--- src/rtl/unidade_controle_jogo.sv ---
// unidade_controle_jogo: Moore control unit for the memory game.
// It sequences the datapath strobes for the register, the round counter,
// the address counter and the timeout counter.
// It also owns the timer that sets how long each round's value is shown.
// Optional feature macro: TIMEOUT_EN. When defined, ESPERA counts the timeout
// and a timeout ends the game with a loss. When undefined, ESPERA waits
// indefinitely and state 11 is illegal.
module unidade_controle_jogo #(
    parameter int T_MOSTRA = 1000,
    parameter int W_MOSTRA = 12
) (
    input  logic       clock,
    input  logic       reset,
    input  logic       iniciar,
    input  logic       jogada_feita,
    input  logic       jogada_correta,
    input  logic       enderecoIgualRodada,
    input  logic       fimCR,
    input  logic       timeout,
    output logic       zeraR,
    output logic       registraR,
    output logic       zeraCR,
    output logic       contaCR,
    output logic       zeraCE,
    output logic       contaCE,
    output logic       zeraT,
    output logic       contaT,
    output logic       mostra_leds,
    output logic       pronto,
    output logic       ganhou,
    output logic       perdeu,
    output logic [3:0] db_estado
);

    localparam logic [3:0] INICIAL        = 4'd0;
    localparam logic [3:0] PREPARACAO     = 4'd1;
    localparam logic [3:0] MOSTRA         = 4'd2;
    localparam logic [3:0] INICIA_RODADA  = 4'd3;
    localparam logic [3:0] ESPERA         = 4'd4;
    localparam logic [3:0] REGISTRA       = 4'd5;
    localparam logic [3:0] COMPARA        = 4'd6;
    localparam logic [3:0] PROXIMA_JOGADA = 4'd7;
    localparam logic [3:0] PROXIMA_RODADA = 4'd8;
    localparam logic [3:0] ACERTOU        = 4'd9;
    localparam logic [3:0] ERROU          = 4'd10;
    localparam logic [3:0] FIM_TIMEOUT    = 4'd11;

    // Last count value of the display window; MOSTRA lasts T_MOSTRA cycles.
    localparam logic [W_MOSTRA-1:0] ULTIMO_MOSTRA = W_MOSTRA'(T_MOSTRA - 1);

    logic [3:0]          estado;
    logic [3:0]          proximo;
    logic [W_MOSTRA-1:0] cont_mostra;
    logic                fim_mostra;

    assign fim_mostra = (cont_mostra == ULTIMO_MOSTRA);

`ifndef TIMEOUT_EN
    // The timeout input has no effect in this build.
    logic timeout_unused;
    assign timeout_unused = timeout;
`endif

    // State register with synchronous active-low reset.
    always_ff @(posedge clock) begin
        // NOTE: registered state uses non-blocking assignments, so every
        // flop samples its value before any flop updates at this edge.
        if (!reset) begin
            estado <= INICIAL;
        end else begin
            estado <= proximo;
        end
    end

    // Display timer: it is zero on entry to MOSTRA and counts only in MOSTRA.
    // It returns to zero on the last cycle of the window.
    always_ff @(posedge clock) begin
        if (!reset) begin
            cont_mostra <= '0;
        end else if (estado == MOSTRA && !fim_mostra) begin
            cont_mostra <= cont_mostra + 1'b1;
        end else begin
            cont_mostra <= '0;
        end
    end

    // Next-state decode.
    always_comb begin
        // NOTE: the default assignment at the top means every path assigns
        // proximo, so no latch can be inferred.
        proximo = INICIAL;
        case (estado)
            INICIAL:        proximo = iniciar ? PREPARACAO : INICIAL;
            PREPARACAO:     proximo = MOSTRA;
            MOSTRA:         proximo = fim_mostra ? INICIA_RODADA : MOSTRA;
            INICIA_RODADA:  proximo = ESPERA;
            ESPERA: begin
                if (jogada_feita) begin
                    proximo = REGISTRA;
`ifdef TIMEOUT_EN
                end else if (timeout) begin
                    proximo = FIM_TIMEOUT;
`endif
                end else begin
                    proximo = ESPERA;
                end
            end
            REGISTRA:       proximo = COMPARA;
            COMPARA: begin
                if (!jogada_correta) begin
                    proximo = ERROU;
                end else if (enderecoIgualRodada && fimCR) begin
                    proximo = ACERTOU;
                end else if (enderecoIgualRodada) begin
                    proximo = PROXIMA_RODADA;
                end else begin
                    proximo = PROXIMA_JOGADA;
                end
            end
            PROXIMA_JOGADA: proximo = ESPERA;
            PROXIMA_RODADA: proximo = MOSTRA;
            ACERTOU,
            ERROU:          proximo = iniciar ? PREPARACAO : estado;
`ifdef TIMEOUT_EN
            FIM_TIMEOUT:    proximo = iniciar ? PREPARACAO : FIM_TIMEOUT;
`endif
            default:        proximo = INICIAL;
        endcase
    end

    // Moore output decode of the registered state.
    always_comb begin
        zeraR       = 1'b0;
        registraR   = 1'b0;
        zeraCR      = 1'b0;
        contaCR     = 1'b0;
        zeraCE      = 1'b0;
        contaCE     = 1'b0;
        zeraT       = 1'b0;
        contaT      = 1'b0;
        mostra_leds = 1'b0;
        pronto      = 1'b0;
        ganhou      = 1'b0;
        perdeu      = 1'b0;
        case (estado)
            PREPARACAO: begin
                zeraR  = 1'b1;
                zeraCR = 1'b1;
                zeraCE = 1'b1;
                zeraT  = 1'b1;
            end
            MOSTRA: begin
                mostra_leds = 1'b1;
                zeraT       = 1'b1;
            end
            INICIA_RODADA: begin
                zeraCE = 1'b1;
                zeraT  = 1'b1;
            end
`ifdef TIMEOUT_EN
            ESPERA:         contaT = 1'b1;
`endif
            REGISTRA: begin
                registraR = 1'b1;
                zeraT     = 1'b1;
            end
            PROXIMA_JOGADA: contaCE = 1'b1;
            PROXIMA_RODADA: begin
                contaCR = 1'b1;
                zeraCE  = 1'b1;
            end
            ACERTOU: begin
                pronto = 1'b1;
                ganhou = 1'b1;
            end
            ERROU: begin
                pronto = 1'b1;
                perdeu = 1'b1;
            end
`ifdef TIMEOUT_EN
            FIM_TIMEOUT: begin
                pronto = 1'b1;
                perdeu = 1'b1;
            end
`endif
            default: ;
        endcase
    end

    assign db_estado = estado;

endmodule

--- config.mk ---
export PLATFORM = sky130hd
export DESIGN_NAME = unidade_controle_jogo
export DESIGN_NICKNAME = d
export VERILOG_FILES = /design/src/rtl/unidade_controle_jogo.sv
export SDC_FILE = /design/constraint.sdc
export NUM_CORES = 1
export LEC_CHECK = 0
export CAP_MARGIN = 20
export CORE_MARGIN = 4
export CORE_UTILIZATION = 47
export CTS_CLUSTER_DIAMETER = 120
export CTS_CLUSTER_SIZE = 20
export DETAILED_ROUTE_END_ITERATION = 7
export GPL_TIMING_DRIVEN = 0
export PLACE_DENSITY = 0.75
export SYNTH_ARGS = -nofsm -noshare
export SYNTH_HDL_FRONTEND = slang
export SYNTH_SLANG_ARGS = --single-unit
--- constraint.sdc ---
create_clock -name clock -period 2 [get_ports clock]
set_input_delay 0.4 -clock clock [delete_from_list [all_inputs] [get_ports clock]]
set_output_delay 0.4 -clock clock [all_outputs]
set_load 0.005 [all_outputs]
==> results.py, run 1 <==
metrics = {
    "critical_path": {
        "critPathLaunchType": "register",
        "path_max_fanout": 10,
        "critPathArrivalTime_ns": 1.55,
        "cp-end-kind": "primary output",
        "critical_path_class": "register to primary output",
        "cp.required_ns": 1.60,
        "reg2regPathDepth": 5,
    },
    "logic_synthesis": {
        "synthesis.area_um2": 916,
        "syn-num-nets": 127,
        "ys_warn_count": 0,
        "synth_seq_cells": 16,
        "seq_area_frac_synth_pct": 35.0,
        "synth.distinct_cells": 34,
        "syn_avg_cell_area_um2": 7.76,
        "synth_cells": 118,
    },
    "clock_tree": {
        "cts.sinks": 16,
        "cts_made_buffers": 3,
        "cts_tree": "built",
        "path_clk_slew_ns": 0.08,
        "cts.hold.buffers_added": 0,
        "htree_num_levels": 1,
        "cts_root_buf": "clkbuf_4",
        "clock_latency_ns": 0.28,
        "max-clock-path-buffers": 2,
    },
    "place": {
        "preCtsSetupSlack_ns": -0.0825,
        "io_buffers": 21,
        "place_hpwl_um": 1610,
        "gp_congestion": 0.838,
    },
    "detailed_routing": {
        "vias_per_cell": 5.16,
        "routedWlPerCell_um": 12.4,
        "first_pass_iters": 4,
        "drc": 0,
        "via_count": 888,
        "ant_nets": 0,
        "drt_iter0_markers": 13,
        "routed_wl_um": 2130,
    },
    "floorplan": {
        "die_area_um2": 2720,
        "die_h_um": 52.1,
        "rows": 15,
        "start_util_pct": 51.4,
        "core_region_area_um2": 1780,
        "chipWidth_um": 52.1,
        "io_pins": 24,
    },
    "timing": {
        "skew_ns": 0.00159,
        "hold_viol": 0,
        "setup_viol": 0,
        "fin_crit_ns": 1.95,
        "fmax_mhz": 513,
        "slew_violations": 0,
        "fin_crit_sh_pct": 97.4,
        "timing.final.ws_setup_ns": 0.0523,
    },
    "power": {
        "p_per_area_nw_per_um2": 511,
        "p_leak_nw": 0.506,
        "ir_drop_v": 0.000531,
    },
    "min_path": {
        "whs_path_depth": 1,
        "hold_path.class": "register to register",
    },
    "cells_and_area": {
        "drive_gt1_share_pct": 17.7,
        "syn_to_final_growth_pct": 38.4,
        "fin_util_pct": 71.1,
        "antenna_cells": 0,
        "finalNetCount": 158,
    },
    "global_routing": {
        "grt_pass1_vias": 809,
        "grt_pass1_wl_um": 3710,
        "grt-ovfl-total": 0,
        "grt_usage_pct": 18.5,
        "grt_max_degree": 11,
        "grt_antenna_before_repair": 0,
    },
    "outcome": {
        "outcome": "finished, final reports clean",
    },
    "job": {
        "maxCapViolCount": 0,
    },
}
-- worst max-delay path, cell delays in order, from the launching register on --
cell	delay [ns]
dfxtp_4	0.36
clkbuf_8	0.16
inv_2	0.08
and3_4	0.18
clkdlybuf4s50_1	0.49
-- synth_stat cells --
| library cell | instances | area share (%) |
|---|---|---|
| nor2_1 | 25 | 10 |
| dfxtp_1 | 16 | 35 |
| nand2_1 | 9 | 3.7 |
| xnor2_1 | 8 | 7.7 |
| nand2b_1 | 6 | 4.1 |
| a21oi_1 | 5 | 2.7 |
| inv_1 | 5 | 2.0 |
| nand3_1 | 5 | 2.7 |
| and3_1 | 3 | 2.0 |
| clkbuf_1 | 3 | 1.2 |
| nor3_1 | 3 | 1.6 |
| a31oi_1 | 2 | 1.4 |
| buf_4 | 2 | 1.6 |
| buf_6 | 2 | 2.5 |
| nand4_1 | 2 | 1.4 |
| nor4_1 | 2 | 1.4 |
| o21ai_0 | 2 | 1.1 |
| xor2_1 | 2 | 1.9 |
| a22o_1 | 1 | 0.96 |
| and2_1 | 1 | 0.68 |
| conb_1 | 1 | 0.41 |
| ha_1 | 1 | 1.4 |
| mux2i_1 | 1 | 1.1 |
| nand2_2 | 1 | 0.68 |
| nor2b_1 | 1 | 0.68 |
| nor3b_1 | 1 | 0.82 |
| nor4_2 | 1 | 1.4 |
| nor4b_4 | 1 | 2.6 |
| o211ai_1 | 1 | 0.82 |
| o22ai_1 | 1 | 0.68 |
| o311a_1 | 1 | 1.1 |
| o311ai_0 | 1 | 0.96 |
| or2_1 | 1 | 0.68 |
| or4_1 | 1 | 0.82 |
-- area by class of cell --
type / count / area [um2]
clock buffer: 3 / 22.5
inverter: 5 / 18.8
sequential: 16 / 333
buffer: 7 / 72.6
multi-input combinational: 90 / 546
tap: 25 / 31.3
fill: 155 / 515
timing repair buffer: 26 / 244
-- stage by stage --
| step | instance area (um2) | cells | TNS [ns] | total power [mW] | hold WS, ns |
|---|---|---|---|---|---|
| after global placement | 1160 | 164 | -0.102 | 0.481 | 0.428 |
| after floorplan | 916 | 118 | 0 | 0.416 | 0.418 |
| after CTS | 1250 | 172 | -0.0414 | 0.653 | 0.468 |
| final | 1270 | 172 | 0 | 0.648 | 0.463 |
| after detailed placement | 1160 | 164 | -0.209 | 0.484 | 0.455 |
| after global routing | 1270 | 172 | -0.0133 | 0.685 | 0.513 |
-- routing by layer --
metal	wire length, um	vias to the layer above	track usage (%)
li1	-	457	-
met3	110	2	5.44
met2	1030	27	28.9
met1	979	402	25.1
met4	17	0	3.83
met5	0	-	0
-- power breakdown --
group	switching, mW	total [mW]	internal [mW]	leakage, nW
sequential	0.00957	0.334	0.324	0.132
combinational	0.0645	0.152	0.0872	0.360
clock	0.0919	0.162	0.0699	0.0138
-- worst paths after layout --
kind | slack (ns) | end | start
worst max-delay path | 0.05 | zeraCR | db_estado[3]$_SDFFE_PN0P_
worst max register to register | 0.47 | cont_mostra[6]$_SDFF_PN0_ | cont_mostra[3]$_SDFF_PN0_
worst min-delay path | 0.46 | cont_mostra[0]$_SDFF_PN0_ | cont_mostra[0]$_SDFF_PN0_
worst min register to register | 0.46 | cont_mostra[0]$_SDFF_PN0_ | cont_mostra[0]$_SDFF_PN0_
-- cell usage in the layout (no fill, tap or decap), drive strengths merged, types with 2 or more instances in the layout --
cell           count
o21ai              2
nor2              25
a31oi              2
nand2             10
buf                9
nor4               3
dfxtp             16
xnor2              8
clkbuf             6
nand2b             6
clkdlybuf4s50     12
and3               3
inv                5
nand3              5
dlygate4sd2        7
xor2               2
dlymetal6s2s       2
nand4              2
nor3               3
a21oi              5
-- logic make-up after synthesis --
kind of cell,after synthesis,share of synthesized area [%]
buffers and inverters,12,7.38
adder cells (fa/ha/maj),1,1.37
multiplexers,1,1.09
AND/OR/NAND/NOR,63,35.5
XOR/XNOR,10,9.56
other,1,0.409
AO/OA/AOI/OAI,14,9.70
flip-flops,16,35.0
-- flip-flops by register name, indices dropped and copies added, names as in the netlist --
signal,count
cont_mostra,12
db_estado,4
-- repair_timing --
| action | CTS | global route |
|---|---|---|
| setup buffers | 5 | 0 |
| endpoints found under the hold margin | 0 | 0 |
| resized for setup | 25 | 4 |
| pin swaps | 1 | 0 |
| setup endpoints to repair | 11 | 4 |
Note: power is estimated with default switching activity, not from simulation.
==> inputs of run 2 (changes only) <==
- CORE_ASPECT_RATIO: default -> 1.5
- CORE_UTILIZATION: 47 -> 42
- PLACE_DENSITY: 0.75 -> 0.7
- clock period: 2 -> 1.65 ns (I/O delays scaled with it)
==> results.py, run 2 (same netlist as run 1, synthesis figures left out) <==
metrics = {
    "outcome": {
        "outcome": "finished, final reports clean",
    },
    "timing": {
        "timing.final.ws_setup_ns": 0.0240,
        "slew_violations": 0,
        "setup_viol": 0,
        "fin_crit_ns": 1.63,
        "rsz0062_at_grt": "true",
        "fin_crit_sh_pct": 98.5,
        "skew_ns": 0.00748,
        "setup_tns_ns": 0,
        "fmax_mhz": 615,
        "hold_viol": 0,
    },
    "clock_tree": {
        "cts.sinks": 16,
        "cts_made_buffers": 3,
        "cts_tree": "built",
        "htree_num_levels": 1,
        "path_clk_slew_ns": 0.08,
        "clock_latency_ns": 0.28,
        "max-clock-path-buffers": 2,
        "cts_root_buf": "clkbuf_4",
        "cts.hold.buffers_added": 0,
    },
    "detailed_routing": {
        "routed_wl_um": 2350,
        "drt_iter0_markers": 29,
        "first_pass_iters": 4,
        "routedWlPerCell_um": 13.4,
        "ant_nets": 0,
        "drc": 0,
        "vias_per_cell": 5.44,
        "via_count": 957,
    },
    "cells_and_area": {
        "final_area_um2": 1390,
        "finalNetCount": 164,
        "largest_reg_flops": 12,
        "drive_gt1_share_pct": 35.1,
        "nFillCells": 175,
        "mostFrequentLayoutCells": "nor2_1 (21), buf_4 (13), dfxtp_1 (12)",
        "antenna_cells": 0,
        "instances_no_fill": 176,
        "syn_to_final_growth_pct": 51.5,
        "largest-register": "cont_mostra",
        "layout_commonest_cell": "nor2_1",
    },
    "job": {
        "maxCapViolCount": 0,
    },
    "global_routing": {
        "grt-ovfl-total": 0,
        "grt_antenna_before_repair": 0,
        "grt_pass1_wl_um": 3770,
        "grt_pass1_vias": 929,
        "grt_max_degree": 11,
        "grt_usage_pct": 16.6,
    },
    "floorplan": {
        "start_util_pct": 44.6,
        "io_pins": 24,
        "rows": 20,
        "chipWidth_um": 46.1,
        "die_h_um": 65.2,
        "core_region_area_um2": 2050,
        "die_area_um2": 3010,
    },
    "power": {
        "p_leak_nw": 0.539,
        "ir_drop_v": 0.000495,
        "power_mw": 0.886,
        "p_per_area_nw_per_um2": 638,
    },
    "critical_path": {
        "critPathLaunchType": "register",
        "cp-end-kind": "primary output",
        "cp.required_ns": 1.32,
        "path_max_fanout": 10,
        "critPathArrivalTime_ns": 1.30,
        "critical_path_class": "register to primary output",
    },
    "place": {
        "gp_congestion": 0.897,
        "placed_area_um2": 1150,
        "placed_cells_incl_taps": 161,
        "io_buffers": 21,
        "preCtsSetupSlack_ns": -0.325,
        "place_hpwl_um": 1580,
    },
    "min_path": {
        "hold_path.class": "register to register",
    },
}
==> run 2: routing by layer <==
layer	vias to the layer above	part of all wire, %	routed length, um	track usage [%]
met5	-	0	0	0
met4	0	2.8	65	9.25
met3	8	6.0	141	2.74
met2	32	55	1300	30.0
met1	446	36	843	16.8
li1	471	-	-	-
==> run 2: what timing repair did <==
item / in CTS / in global routing
pin swaps: 2 / 3
setup buffers: 9 / 1
resized for setup: 44 / 26
gates cloned: 0 / 1
setup endpoints to repair: 13 / 19
==> run 2: worst max-delay path: stages, from the launching register on <==
cell             delay [ns]
dfxtp_4                0.37
clkbuf_8               0.16
nand2b_4               0.15
a21oi_2                0.13
clkdlybuf4s15_2        0.21
==> run 2: worst paths after layout <==
check                                               start                        end  slack [ns]  cells past startpoint
worst max-delay path            db_estado[1]$_SDFFE_PN0P_                     pronto        0.02                      4
worst min-delay path            cont_mostra[0]$_SDFF_PN0_  cont_mostra[0]$_SDFF_PN0_        0.46                      1
worst max register to register  db_estado[3]$_SDFFE_PN0P_  cont_mostra[6]$_SDFF_PN0_        0.07                      7
worst min register to register  cont_mostra[0]$_SDFF_PN0_  cont_mostra[0]$_SDFF_PN0_        0.46                      1
==> run 2: area by class of cell <==
| type | count | area (um2) | share of cell area, % |
|---|---|---|---|
| plain buffers | 7 | 90.1 | 6.49 |
| clock buffers | 4 | 36.3 | 2.61 |
| inverters | 5 | 21.3 | 1.53 |
| multi-input cells | 90 | 614 | 44.3 |
| flip-flops and latches | 16 | 333 | 24.0 |
| well taps | 22 | 27.5 | 1.98 |
| repair buffers | 32 | 265 | 19.1 |
==> run 2: metrics by stage <==
stage                     util (%)  hold WS (ns)
after floorplan                  -         0.418
after global placement        56.2         0.428
after detailed placement      56.2         0.448
after CTS                     64.8         0.463
after global routing          67.6         0.482
final                         67.6         0.455
==> run 2: power breakdown <==
group          switching [mW]  internal (mW)  leakage, nW  total [mW]
combinational          0.0990          0.132        0.386       0.231
sequential            0.00894          0.393        0.132       0.402
clock                   0.118          0.134       0.0210       0.252
==> inputs of run 3 (changes only) <==
- CORE_ASPECT_RATIO: 1.5 -> default
- CORE_UTILIZATION: 42 -> 54
- DONT_BUFFER_PORTS: default -> 1
- PLACE_DENSITY: 0.7 -> 0.69
==> results.py, run 3 (same netlist as run 1, synthesis figures left out) <==
metrics = {
    "detailed_routing": {
        "first_pass_iters": 4,
        "drc": 0,
        "drt_iter0_markers": 22,
        "ant_nets": 0,
        "via_count": 802,
        "vias_per_cell": 5.81,
        "routed_wl_um": 1750,
        "routedWlPerCell_um": 12.7,
    },
    "min_path": {
        "hold_path.class": "input port to register",
    },
    "clock_tree": {
        "cts_tree": "built",
        "post_cts_buffers": 0,
        "cts.sinks": 16,
        "cts_root_buf": "clkbuf_4",
        "path_clk_slew_ns": 0.10,
        "max-clock-path-buffers": 2,
        "cts.hold.buffers_added": 0,
        "cts_made_buffers": 3,
        "htree_num_levels": 1,
        "clock_latency_ns": 0.29,
    },
    "cells_and_area": {
        "syn_to_final_growth_pct": 8.61,
        "finalNetCount": 132,
        "final_area_um2": 995,
        "largest_reg_flops": 12,
        "drive_gt1_share_pct": 15.6,
        "mostFrequentLayoutCells": "nor2_1 (24), dfxtp_1 (12), nand2_1 (9), xnor2_1 (8), nand2b_1 (6)",
        "layout_commonest_cell": "nor2_1",
        "largest-register": "cont_mostra",
        "antenna_cells": 0,
    },
    "power": {
        "ir_drop_v": 0.000428,
        "p_leak_nw": 0.342,
        "p_per_area_nw_per_um2": 782,
    },
    "floorplan": {
        "die_area_um2": 2420,
        "core_region_area_um2": 1560,
        "chipWidth_um": 49.2,
        "io_pins": 24,
        "rows": 14,
        "start_util_pct": 58.7,
        "die_h_um": 49.2,
    },
    "timing": {
        "skew_ns": 0.00533,
        "hold_viol": 0,
        "fin_crit_ns": 1.59,
        "slew_violations": 0,
        "fmax_mhz": 627,
        "fin_crit_sh_pct": 96.6,
        "rsz0062_at_grt": "true",
        "setup_tns_ns": 0,
        "setup_viol": 0,
    },
    "place": {
        "placed_area_um2": 936,
        "io_buffers": 0,
        "place_hpwl_um": 1330,
        "gp_congestion": 0.848,
    },
    "global_routing": {
        "grt-ovfl-total": 0,
        "met1_usage_pct": 23.1,
        "grt_max_degree": 11,
        "use_met2_pct": 21.0,
        "grt_usage_pct": 16.1,
        "grt_antenna_before_repair": 0,
        "grt_use_met3_pct": 4.89,
        "grt.busiest_layer": "met1",
        "grt_pass1_wl_um": 3070,
        "grt_pass1_vias": 695,
    },
    "critical_path": {
        "cp.required_ns": 1.32,
        "critPathLaunchType": "register",
        "critical_path_class": "register to primary output",
        "path_max_fanout": 10,
        "cp-end-kind": "primary output",
        "critPathArrivalTime_ns": 1.26,
    },
    "job": {
        "maxCapViolCount": 0,
    },
    "outcome": {
        "outcome": "finished, final reports clean",
    },
}
[run 3: cell count changes in the layout (fill, tap and decap cells not counted), moves of 3 or more]
cell,previous run,this run
nand2b_4,4,0
buf_4,13,2
nand2b_1,2,6
clkbuf_2,6,2
clkdlybuf4s50_1,8,0
nor2_1,21,24
[run 3: cell type report]
type                    count  area, um2
fillers                   143        564
multi-input cells          90        531
flip-flops and latches     16        328
plain buffers               7       61.3
clock buffers               4       36.3
well taps                  16       20.0
inverters                   5       18.8
[run 3: where the power goes]
| group | total (mW) | internal (mW) | switching, mW | leakage (nW) |
|---|---|---|---|---|
| registers | 0.409 | 0.395 | 0.0144 | 0.131 |
| clock network | 0.262 | 0.135 | 0.127 | 0.0210 |
| logic | 0.108 | 0.0500 | 0.0575 | 0.190 |
| total | 0.778 | 0.579 | 0.199 | 0.342 |
[run 3: what timing repair did]
item	in CTS	in global routing
pin swaps	0	0
resized for setup	9	2
setup endpoints to repair	10	4
[run 3: layer usage]
metal	vias to the layer above	routed length [um]
met5	-	0
met4	0	44
met3	5	151
met2	34	685
met1	357	870
li1	406	-
[run 3: final timing paths]
check / start / end / slack, ns / cells past startpoint
worst max-delay path: db_estado[3]$_SDFFE_PN0P_ / zeraR / 0.06 / 4
worst min-delay path: reset / db_estado[1]$_SDFFE_PN0P_ / 0.15 / 1
worst max register to register: cont_mostra[3]$_SDFF_PN0_ / cont_mostra[3]$_SDFF_PN0_ / 0.13 / 5
worst min register to register: cont_mostra[0]$_SDFF_PN0_ / cont_mostra[0]$_SDFF_PN0_ / 0.45 / 1
[run 3: metrics by stage]
stage          util [%]  power [mW]  worst slack, ns  instances  hold slack [ns]
3_5_place_dp       60.0       0.522           0.0610        134            0.436
4_1_cts            63.6       0.786           0.0275        138            0.142
2_1_floorplan         -       0.504            0.223        118            0.418
6_report           63.8       0.778           0.0561        138            0.146
3_3_place_gp       60.0       0.521           0.0694        134            0.432
5_1_grt            63.8       0.820          -0.0108        138            0.138
[run 3: critical path: stages (launching register included)]
cell      delay [ns]
dfxtp_4         0.38
clkbuf_8        0.16
inv_1           0.10
and3_1          0.21
buf_4           0.12
